### src/rtl/tdc_pkg.sv
// Shared constants, types and helpers for the TDC measurement-assembly stage.
// The result word is {sequence tag, signed Nutt interval}.
package tdc_pkg;

   localparam int FINE_BINS = 32;
   localparam int FINE_W    = 5;
   localparam int COARSE_W  = 4;
   localparam int TAG_W     = 4;

   // One extra bit so that a stop bin later than the start bin goes negative
   function automatic int intervalWidth(input int fineW, input int coarseW);
      return coarseW + fineW + 1;
   endfunction

   localparam int IV_W = intervalWidth(FINE_W, COARSE_W);

   typedef enum logic [1:0] {
      IDLE,
      ARMED,
      CALC,
      PUSH
   } state_t;

   typedef struct packed {
      logic [TAG_W-1:0] tag;
      logic [IV_W-1:0]  interval;
   } result_t;

endpackage

### src/rtl/tdc_sync_fifo.sv
// Generic synchronous first-word-fall-through FIFO with occupancy output.
// A push into a full FIFO is accepted only when a pop frees the head slot in the same cycle.
module tdc_sync_fifo #(
   parameter int DEPTH = 8,
   parameter int WIDTH = 14,
   localparam int AW = $clog2(DEPTH)
) (
   input  logic             clk,
   input  logic             reset,
   input  logic             push_i,
   input  logic [WIDTH-1:0] pushData_i,
   input  logic             pop_i,
   output logic [WIDTH-1:0] popData_o,
   output logic             full_o,
   output logic             empty_o,
   output logic [AW:0]      level_o
);

   localparam logic [AW:0] FULL_LEVEL = (AW + 1)'(DEPTH);

   logic [WIDTH-1:0] mem_q [DEPTH];
   logic [AW:0]      wrPtr_q, wrPtr_d;
   logic [AW:0]      rdPtr_q, rdPtr_d;
   logic             doPush;
   logic             doPop;

   assign level_o   = wrPtr_q - rdPtr_q;
   assign full_o    = (level_o == FULL_LEVEL);
   assign empty_o   = (level_o == '0);
   assign doPop     = pop_i && !empty_o;
   assign doPush    = push_i && (!full_o || doPop);
   assign popData_o = empty_o ? '0 : mem_q[rdPtr_q[AW-1:0]];

   always_comb begin
      wrPtr_d = wrPtr_q;
      rdPtr_d = rdPtr_q;
      if (doPush) wrPtr_d = wrPtr_q + 1'b1;
      if (doPop)  rdPtr_d = rdPtr_q + 1'b1;
   end

   always_ff @(posedge clk) begin
      if (reset) begin
         wrPtr_q <= '0;
         rdPtr_q <= '0;
      end else begin
         wrPtr_q <= wrPtr_d;
         rdPtr_q <= rdPtr_d;
      end
   end

   // Storage needs no reset: the pointers alone decide what is visible
   always_ff @(posedge clk) begin
      if (doPush) mem_q[wrPtr_q[AW-1:0]] <= pushData_i;
   end

endmodule

### src/rtl/tdc_event_buffer.sv
// Pairs start/stop hits, forms the signed Nutt interval, tags it and queues it for readout.
// Sticky flags report dropped results and out-of-order hits.
module tdc_event_buffer #(
   parameter int FINE_W   = tdc_pkg::FINE_W,
   parameter int COARSE_W = tdc_pkg::COARSE_W,
   parameter int TAG_W    = tdc_pkg::TAG_W,
   parameter int DEPTH    = 8,
   localparam int IV_W    = tdc_pkg::intervalWidth(FINE_W, COARSE_W)
) (
   input  logic                    clk,
   input  logic                    reset,
   input  logic [FINE_W-1:0]       bin_start,
   input  logic                    start_valid,
   input  logic [FINE_W-1:0]       bin_stop,
   input  logic [COARSE_W-1:0]     coarse,
   input  logic                    stop_valid,
   output logic [TAG_W+IV_W-1:0]   out_data,
   output logic                    out_valid,
   input  logic                    out_ready,
   output logic [$clog2(DEPTH):0]  fifo_level,
   output logic                    overflow,
   output logic                    protocol_err
);

   import tdc_pkg::*;

   state_t              state_q, state_d;
   logic [FINE_W-1:0]   startBin_q, startBin_d;
   logic [FINE_W-1:0]   stopBin_q, stopBin_d;
   logic [COARSE_W-1:0] coarse_q, coarse_d;
   logic [IV_W-1:0]     interval_q, interval_d;
   logic [TAG_W-1:0]    tag_q, tag_d;
   logic                overflow_q, overflow_d;
   logic                protoErr_q, protoErr_d;
   logic                fifoFull;
   logic                fifoEmpty;
   logic                fifoPop;
   logic                fifoPush;

   assign fifoPop      = out_valid && out_ready;
   assign fifoPush     = (state_q == PUSH);
   assign out_valid    = !fifoEmpty;
   assign overflow     = overflow_q;
   assign protocol_err = protoErr_q;

   // coarse*2^FINE_W + start is just the concatenation {coarse, start}
   always_comb begin
      state_d    = state_q;
      startBin_d = startBin_q;
      stopBin_d  = stopBin_q;
      coarse_d   = coarse_q;
      interval_d = interval_q;
      tag_d      = tag_q;
      overflow_d = overflow_q;
      protoErr_d = protoErr_q;
      case (state_q)
         IDLE: begin
            if (start_valid) begin
               startBin_d = bin_start;
               state_d    = ARMED;
            end else if (stop_valid) begin
               protoErr_d = 1'b1;
            end
         end
         ARMED: begin
            if (stop_valid) begin
               stopBin_d = bin_stop;
               coarse_d  = coarse;
               state_d   = CALC;
               if (start_valid) protoErr_d = 1'b1;
            end else if (start_valid) begin
               startBin_d = bin_start;
               protoErr_d = 1'b1;
            end
         end
         CALC: begin
            interval_d = {1'b0, coarse_q, startBin_q} - {{(COARSE_W + 1){1'b0}}, stopBin_q};
            state_d    = PUSH;
            if (start_valid || stop_valid) protoErr_d = 1'b1;
         end
         PUSH: begin
            tag_d   = tag_q + 1'b1;
            state_d = IDLE;
            if (fifoFull && !fifoPop) overflow_d = 1'b1;
            if (start_valid || stop_valid) protoErr_d = 1'b1;
         end
         default: state_d = IDLE;
      endcase
   end

   always_ff @(posedge clk) begin
      if (reset) begin
         state_q    <= IDLE;
         startBin_q <= '0;
         stopBin_q  <= '0;
         coarse_q   <= '0;
         interval_q <= '0;
         tag_q      <= '0;
         overflow_q <= 1'b0;
         protoErr_q <= 1'b0;
      end else begin
         state_q    <= state_d;
         startBin_q <= startBin_d;
         stopBin_q  <= stopBin_d;
         coarse_q   <= coarse_d;
         interval_q <= interval_d;
         tag_q      <= tag_d;
         overflow_q <= overflow_d;
         protoErr_q <= protoErr_d;
      end
   end

   tdc_sync_fifo #(
      .DEPTH (DEPTH),
      .WIDTH (TAG_W + IV_W)
   ) uFifo (
      .clk        (clk),
      .reset      (reset),
      .push_i     (fifoPush),
      .pushData_i ({tag_q, interval_q}),
      .pop_i      (fifoPop),
      .popData_o  (out_data),
      .full_o     (fifoFull),
      .empty_o    (fifoEmpty),
      .level_o    (fifo_level)
   );

endmodule

### config.mk
export PLATFORM = sky130hd
export DESIGN_NAME = tdc_event_buffer
export DESIGN_NICKNAME = d
export VERILOG_FILES = /design/src/rtl/tdc_pkg.sv /design/src/rtl/tdc_sync_fifo.sv /design/src/rtl/tdc_event_buffer.sv
export SDC_FILE = /design/constraint.sdc
export NUM_CORES = 1
export LEC_CHECK = 0
export CORE_MARGIN = 2
export CORE_UTILIZATION = 59
export CTS_CLUSTER_DIAMETER = 100
export CTS_CLUSTER_SIZE = 8
export DETAILED_ROUTE_END_ITERATION = 10
export PLACE_DENSITY = 0.84
export SETUP_SLACK_MARGIN = 0.3
export SYNTH_ARGS = -nofsm -noshare
export SYNTH_HDL_FRONTEND = slang
export SYNTH_HIERARCHICAL = 1
export SYNTH_SLANG_ARGS = --single-unit
### constraint.sdc
create_clock -name clk -period 5.5 [get_ports clk]
set_input_delay 1.1 -clock clk [delete_from_list [all_inputs] [get_ports clk]]
set_output_delay 1.1 -clock clk [all_outputs]
set_load 0.02 [all_outputs]
### Yosys cells after proc, flatten, opt, wreduce, memory -nomap -nowiden

Memories as Yosys holds them, arrays and structs flattened. A register that Yosys moved wholly into a read port is not among the register bits.
Index checks and enable logic that the tools add are counted.

* reduce and logical (&&, ||, !) cells: 18
* add/subtract/negate cells: 5
* mux-type cells: 16
* eq/ne operators: 11

Operator list (number)
* 14-bit 2-to-1 mux: 1
* 4-bit by 1-bit adder with 4-bit output (second input constant): 3
* 2-bit != test (second input constant): 6
* 5-bit 2-to-1 mux: 2
* 5-bit case mux with 2 select lines: 1
* 9-bit by 5-bit subtractor with 10-bit output: 1
* 2-bit case mux with 4 select lines: 1
* 2-bit AND reduction: 4
* 1-bit 2-to-1 mux: 6
* 3-bit 2-to-1 mux: 2
* 2-bit == test (second input constant): 2
* 4-bit == test (second input constant): 1
* 1-bit logical AND: 4
* 4-bit zero test: 1
* 2-bit 2-to-1 mux: 2
* 4-bit AND reduction: 1
* 4-bit subtractor: 1
* 1-bit zero test: 3
* 1-bit case mux with 3 select lines: 1
* 2-bit by 1-bit == test with 1-bit output (second input constant): 1
* 2-bit zero test: 1
* 1-bit logical OR: 2
* 2-bit by 1-bit != test with 1-bit output (second input constant): 1
* 2-bit nonzero test: 1
* 2-bit OR reduction: 1

* logic and storage cells: 61
* memories: 1
* bits in registers: 40
* memory bits (writable): 112

Memory list
* uFifo.mem_q: depth 8, bits a word 14, read ports 1, clocked after Yosys merged registers in 1, write ports 1, line tdc_sync_fifo.sv:21 `logic [WIDTH-1:0] mem_q [DEPTH];`

### Logic depth before layout (Yosys ltp)

* depth in word-level cells: 9
* mapped depth: 15
* gate-level depth less buffers: 12

### Modules after synthesis

Netlist, hierarchy kept.

By module, submodules not included
* tdc_sync_fifo: area an instance 4922.2 um2, cells each 255, times used 1, sequential area each 3583.4 um2
* tdc_event_buffer: area an instance 1569.0 um2, cells each 181, times used 1, sequential area each 640.6 um2

### Worst setup path after synthesis

OpenSTA, ideal clock, no wires.

* path kind: reg-to-reg
* start point: reg uFifo.wrPtr_q[0]
* end point: mem uFifo.mem_q[4][0], enable pin
* arrival: 4.206 ns
* required time: 5.073 ns
* cell stages (with the launch flop): 14
* path buffers: 3
* setup slack: 0.867 ns
* cells stage by stage: dfxtp_1 -> buf_2 -> inv_1 -> ha_1 -> inv_1 -> fa_1 -> xor2_1 -> or3_1 -> a21oi_1 -> buf_2 -> buf_4 -> nor2b_1 -> o31ai_1 -> nor4b_1

* cells in the longest elaborated chain, start to end: 9

RTL lines
* start: declaration: line tdc_sync_fifo.sv:22 `logic [AW:0] wrPtr_q, wrPtr_d;`
* start signal: assignment: line tdc_sync_fifo.sv:46 `wrPtr_q <= wrPtr_d;`
* 4-bit subtractor: line tdc_sync_fifo.sv:27 `assign level_o = wrPtr_q - rdPtr_q;`
* named net fifo_level[2]: line tdc_event_buffer.sv:20 `output logic [$clog2(DEPTH):0] fifo_level,`
* 4-bit zero test: line tdc_sync_fifo.sv:29 `assign empty_o = (level_o == '0);`
* named net fifoEmpty: line tdc_event_buffer.sv:36 `logic fifoEmpty;`
* 1-bit zero test: line tdc_event_buffer.sv:42 `assign out_valid = !fifoEmpty;`
* 1-bit logical AND: line tdc_event_buffer.sv:40 `assign fifoPop = out_valid && out_ready;`
* named net fifoPop: line tdc_event_buffer.sv:37 `logic fifoPop;`
* 1-bit logical AND: line tdc_sync_fifo.sv:30 `assign doPop = pop_i && !empty_o;`
* 1-bit logical OR: line tdc_sync_fifo.sv:31 `assign doPush = push_i && (!full_o || doPop);`
* 1-bit logical AND: line tdc_sync_fifo.sv:31
* 1-bit 2-to-1 mux: line tdc_sync_fifo.sv:53 `if (doPush) mem_q[wrPtr_q[AW-1:0]] <= pushData_i;`
* 1-bit 2-to-1 mux (not written as such): line tdc_sync_fifo.sv:53
* end: declaration: line tdc_sync_fifo.sv:21

The timed path passes the listed nets, and every way through them passes these cells.

### Worst setup path after layout

* start point: reg uFifo.wrPtr_q[0]
* end point: out out_data[3]

* cells in the longest elaborated chain, start to end: 3

RTL lines
* 4-bit subtractor: line tdc_sync_fifo.sv:27
* 4-bit zero test: line tdc_sync_fifo.sv:29
* named net fifoEmpty: line tdc_event_buffer.sv:36
* 14-bit 2-to-1 mux: line tdc_sync_fifo.sv:32 `assign popData_o = empty_o ? '0 : mem_q[rdPtr_q[AW-1:0]];`
* end: declaration: line tdc_event_buffer.sv:17 `output logic [TAG_W+IV_W-1:0] out_data,`

The timed path passes the listed nets, and every way through them passes these cells.

==> results.md <==
- Status: complete, no violations
- Worst-Skew Late Latency: approximately 530 ps
- Yosys reg bits: 155
- Starting Density: 0.601
- FFs w/ async S/R, synth: 0
- First-pass GRT wire length: between 15 and 20 mm
- Most numerous cell in the Yosys netlist: edfxtp_1
- Achievable Freq: ~0.21 GHz
- Synth warnings: 6
- Wire per inst: about 20 um
- Vias in the first global route: 3801
- # rows: 38
- Grt ovf: 0
- First-pass DRT Iterations: 5
- Most common flop cell mapped by yosys: edfxtp_1
- Hold Path Stages: 2
- Fin cells: between 600 and 700
- Layout cells sized above 1: 0.175
- Launch point of the worst reg-to-reg path: uFifo/wrPtr_q[0]
- Die Y: between 100 and 150 um
- Unique masters post-synth: between 50 and 60
- Register-to-Register Path Depth: 10
- FILL cells: between 600 and 700
- Post-Syn Nets: 473
- Crit-path slowest cell: clkdlybuf4s50_1
- Worst hold path class: reg -> reg
- Io pins: 40
- Slew headroom: 0.285
- Post-Synthesis Cell Area: between 6000 and 7000 um^2
- Pwr Density: approximately 400 nW/um^2
- DR vias: 3730
- Place WS: 1060 ps
- WHS: 454 ps
- CTS Root Cell: clkbuf_8
- Inserted Diodes: 0
- Most frequent CP cell: inv_1
- Final worst setup slack: approximately 720 ps
- Area leader, netlist: edfxtp_1
- Register area share after synthesis: 0.651
- Critical Path RT: 4400 ps
- Critical path arrival: 3680 ps
- CP Cell Sequence: inv_1 > ha_1 > inv_1 > fa_1 > or3_1 > a21oi_4 > nor2_1 > clkdlybuf4s50_1
- PortBufs: 39
- Post-synth EDFFs: roughly 110
- Max IR drop VDD: 0.205 mV
- Worst Max-Slew Pin Slew: about 1100 ps
- Iteration-0 DRC Markers: roughly 210
- Hold buffers post-CTS: 0
- Crit path time final: 4780 ps
- Mean cell area of the mapped netlist: around 15 um^2
- Setup TNS: 0 ps
- Post-CTS resize count: 0
- Max Slew Vio Count: 0
- Routed Antenna Nets: 0
- Final setup viols: 0
- Worst setup skew after layout: 8.65 ps
- Placed Cells: approximately 600
- Final worst path period share: 0.868
- HPWL Detailed: 7.58 mm
- R2r setup slk: 1370 ps
- TritonCTS Buffers: 17
- RSZ-0062 raised after global routing: false
- Area grow syn2layout: 18.7%
- Tot Pwr: approximately 3000 uW
- Final WL: 12.8 mm
- Fin. Hold Viols: 0
- Leak: around 0.0026 uW
- Total GRT Usage: 0.234
- Largest fanout on the critical path: 17
- Hold Path End: stopBin_q[1]
- CTS clk-pin slew, worst paths: about 60 ps
- NumNets Final: 520
- Slowest cell delay on critical path: between 500 and 600 ps
- Max-cap violations: 0
- Die area: between 10000 and 15000 um^2
- Die Width: between 100 and 150 um
- Setup crit end kind: primary output
- Synth Instances: approximately 440
- Startpoint types: flip-flop
- CTS H-tree depth: 4
- Post-CTS Setup Inserts: 0
- Hold_sp: stopBin_q[1]
- Placeable core region: 10800 um^2
- Top post-synthesis cells by area: edfxtp_1, dfxtp_1, mux4_2
- DRC violations left: 0
- # clock sinks: ~160
- Crit Path Class: reg -> out
- Via-to-Cell Ratio: between 5 and 6
- Top cell type's share of synthesized area: 0.518
- Commonest cells in the netlist: edfxtp_1, dfxtp_1, nor2_1
- Max clock buf depth: 2
- Largest net degree at the start of global routing: 29
- CTS tree: done
- Worst r2r dst: uFifo/mem_q[4][6]
- Placer Congestion: ~0.73
- Initial antenna violation count: 0
[worst max-delay path: cells and delay by family (launching register included)]
family                   cells  cell delay, ps
AND/OR/NAND/NOR              2             590
flip-flops                   1             560
buffers and inverters        3             840
adder cells (fa/ha/maj)      2             680
AO/OA/AOI/OAI                1             480
[worst max path at each step]
stage	slack [ps]	startpoint	cells past startpoint	endpoint
after detailed placement	1060	uFifo/wrPtr_q[0]	8	out_data[1]
after CTS	420	uFifo/wrPtr_q[0]	8	out_data[3]
after global routing	560	uFifo/wrPtr_q[0]	8	out_data[3]
after floorplan	870	uFifo/wrPtr_q[0]	13	uFifo/mem_q[4][0]
final	720	uFifo/wrPtr_q[0]	8	out_data[3]
after global placement	1200	uFifo/wrPtr_q[0]	8	out_data[7]
[layout by cell type (no fill, tap or decap), types with 6 or more instances in the layout]
| master | netlist | final |
|---|---|---|
| ha_1 | 16 | 16 |
| mux2i_1 | 22 | 22 |
| nor2_1 | 40 | 40 |
| inv_1 | 22 | 22 |
| buf_4 | 1 | 10 |
| clkdlybuf4s50_1 | 0 | 39 |
| a21oi_1 | 16 | 15 |
| nand2_1 | 30 | 30 |
| clkbuf_16 | 0 | 16 |
| o21ai_0 | 7 | 7 |
| nor2b_1 | 6 | 6 |
| dfxtp_1 | 43 | 42 |
| edfxtp_1 | 112 | 112 |
| mux4_2 | 28 | 28 |
[layout make-up]
type	instances	area, um^2	area share
Inverter	22	82.6	0.0107
Multi-Input combinational cell	238	2140	0.277
Tap cell	140	175	0.0227
Sequential cell	155	4230	0.548
Clock inverter	12	194	0.0252
Timing Repair Buffer	49	465	0.0604
Clock buffer	20	425	0.0552
[layer usage]
metal,share of wire,GRT usage
met1,0.38,0.275
met2,0.53,0.409
met3,0.065,0.0526
met4,0.016,0.112
met5,0,0
[cells by family after synthesis]
kind of cell | count (synthesis) | share of synthesized area
flops | 155 | 0.651
simple gates | 107 | 0.0802
buf+inv | 43 | 0.0276
compound gates | 51 | 0.0555
xor+xnor | 9 | 0.0121
mux | 53 | 0.137
fa+ha+maj | 18 | 0.0370
[registers in the layout, summed over array words and instances, names as in the netlist, named ones only]
signal,flops
coarse_q,4
overflow,1
uFifo/wrPtr_q,4
protocol_err,1
interval_q,10
startBin_q,5
stopBin_q,5
uFifo/rdPtr_q,4
state_q,2
tag_q,4
uFifo/mem_q,112
[where the power goes]
group	total [uW]	internal, uW	switching (uW)
logic	410	177	234
registers	1410	1340	70.5
clock network	1220	780	438
total	3040	2290	742
[through the flow]
stage | instance area, um^2 | util
2_1_floorplan | 6490 | -
3_3_place_gp | 7080 | 0.656
3_5_place_dp | 7080 | 0.656
4_1_cts | 7700 | 0.713
5_1_grt | 7710 | 0.714
6_report | 7710 | 0.714
Note: power is estimated with default switching activity, not from simulation.
==> variant: new RTL, config.mk and constraints unchanged <==
Change the package constant `COARSE_W` from 4 to 5.
--- a/src/rtl/tdc_pkg.sv
+++ b/src/rtl/tdc_pkg.sv
@@ -4,7 +4,7 @@
 
    localparam int FINE_BINS = 32;
    localparam int FINE_W    = 5;
-   localparam int COARSE_W  = 4;
+   localparam int COARSE_W  = 5;
    localparam int TAG_W     = 4;
 
    // One extra bit so that a stop bin later than the start bin goes negative
Ports: changed (resized coarse and out_data); port bits go from 40 to 42. The function was not compared with the original's and may differ.
==> variant against the unedited design <==
- first-iteration DRC count is 54% higher
- power rose by 1.2%
- routed wire length up 0.24%
- clock power fell by 5%
- design area increased by 4.6%
- via count increased by 5.8%
- sequential cell count is 10 higher
- synthesized area is 5.8% higher
- global-route usage down 1.8 points
- worst setup slack improved by 0.17 ns
- final cell count up 4.2%
- critical path type unchanged
- critical endpoint is now out_data[9]
- largest cell class unchanged
==> variant: results (changes against the unedited design) <==
| Item | This run | Unit | Change |
| --- | --- | --- | --- |
| Routability congestion estimate from global placement | 0.774 | - | +6.0% |
| Detailed Route Iter0 Violations | 322 | - | +54% |
| Routed WL per cell | 19.4 | microns | -3.8% |
| Layout cells sized above 1 | 16.2 | % | -1.4 points |
| Post-synth top cells | 120 x edfxtp_1, 45 x dfxtp_1, 43 x nor2_1 | - |  |
| Leakage component of the power | 0.00266 | uW | +3.8% |
| Worst vdd ir | 0.314 | mV | +53% |
| Worst-path maximum fanout | 24 | - | +7 |
| Cell Int Power | 2320 | uW | +1.2% |
| Number of enable flip-flop cells after synthesis | 120 | - | +7.1% |
| First-pass GRT wire length | 20.4 | mm | +3.6% |
| Number of buffers inserted by port buffering | 41 | - | +5.1% |
| Per-cell via count in the routed design | 5.95 | - | +1.5% |
| Worst Path Arrival | 3.51 | ns | -0.17 ns |
| Clock Root Buffer | clkbuf_16 | - |  |
| Nets | 545 | - | +4.8% |
| Synthesized net count | 498 | - | +5.3% |
| Global-route total usage across every layer | 21.6 | % | -1.8 points |
| Run status | completed | - |  |
| Register area share after synthesis | 65.6 | % | +0.49 points |
| Fraction of the mapped netlist area in adder cells | 3.50 | % | -0.20 points |
| Largest register FFs | 120 | - | +7.1% |
| Met1 global-route usage | 26.5 | % | -0.96 points |
| Fill cell total of the finished layout | 746 | - | +8.9% |
| Largest net degree at the start of global routing | 33 | - | +14% |
| Final Skew | 0.00920 | ns | +0.000554 ns |
| Share of synthesized area spent on multiplexers | 13.9 | % | +0.19 points |
| Cell types with the largest area share after synthesis | edfxtp_1 52%, dfxtp_1 13%, mux4_2 9.8% | - |  |
| Worst slew margin relative to its limit | 25.6 | % | -2.9 points |
| Share of the synthesized area in compound gates (AO/OA/AOI/OAI) | 5.28 | % | -0.27 points |
| Xor and xnor fraction of the mapped netlist area | 1.15 | % | -0.067 points |
| Via count of the first global-routing pass | 3941 | - | +3.7% |
variant: cell count changes after synthesis, sizes merged, moves of 3 or more:
cell,before,now
buf,13,7
clkbuf,8,13
edfxtp,112,120
nand2,30,33
variant: stage by stage:
step                setup WS, ns  hold WS (ns)  cell area (sq um)  total power, uW  std cells
detailed placement          1.41         0.448               7470             1930        631
global placement            1.48         0.445               7470             1910        631
finish                     0.892         0.456               8060             3070        663
global route               0.670         0.481               8060             3210        663
CTS                        0.902         0.457               8060             3100        663
floorplan                  0.949         0.436               6870             1800        460
variant: layout make-up:
class,count,area share (%)
clock buffer,24,6.13
tap,143,2.22
multi-input combinational,253,27.8
timing repair buffer,49,5.83
sequential,165,55.9
clock inverter,8,1.16
inverter,21,0.978
variant: worst max-delay path, cell delays in order (launching register included):
cell and delay [ns]:
dfxtp_1 0.61, inv_1 0.21, ha_1 0.27, inv_1 0.07, fa_1 0.45, or3_1 0.44
a21oi_2 0.12, buf_4 0.28, nor2_1 0.10, clkdlybuf4s50_1 0.54
variant: cell families (layout without fill, tap and decap cells):
| group | Yosys count | count (layout) |
|---|---|---|
| AOI/OAI and AO/OA | 53 | 53 |
| xor gates and xnor gates | 9 | 9 |
| adders and majority gates | 18 | 18 |
| buffers and inverters | 42 | 102 |
| DFF | 165 | 165 |
| muxes | 57 | 57 |
| and+or+nand+nor | 116 | 116 |
variant: worst paths after layout:
kind	startpoint	end	slack, ns	cells after the start
max	uFifo/wrPtr_q[0]	out_data[9]	0.89	9
min	stopBin_q[3]	stopBin_q[3]	0.46	2
max reg2reg	uFifo/wrPtr_q[0]	uFifo/mem_q[2][0]	1.24	13
min reg2reg	stopBin_q[3]	stopBin_q[3]	0.46	2
variant: routing by layer:
| layer | vias up | wire, microns | part of all wire, % |
|---|---|---|---|
| met5 | - | 0 | 0 |
| met1 | 1942 | 5160 | 40 |
| met4 | 0 | 246 | 1.9 |
| met3 | 19 | 755 | 5.9 |
| met2 | 153 | 6670 | 52 |
| li1 | 1832 | - | - |
variant: power groups by stage:
stage / combinational (uW) / sequential (uW) / clock [uW]
finish: 414 / 1500 / 1160
global route: 458 / 1510 / 1240
CTS: 416 / 1500 / 1180
detailed placement: 411 / 1520 / 0
global placement: 395 / 1510 / 0
floorplan: 300 / 1500 / 0
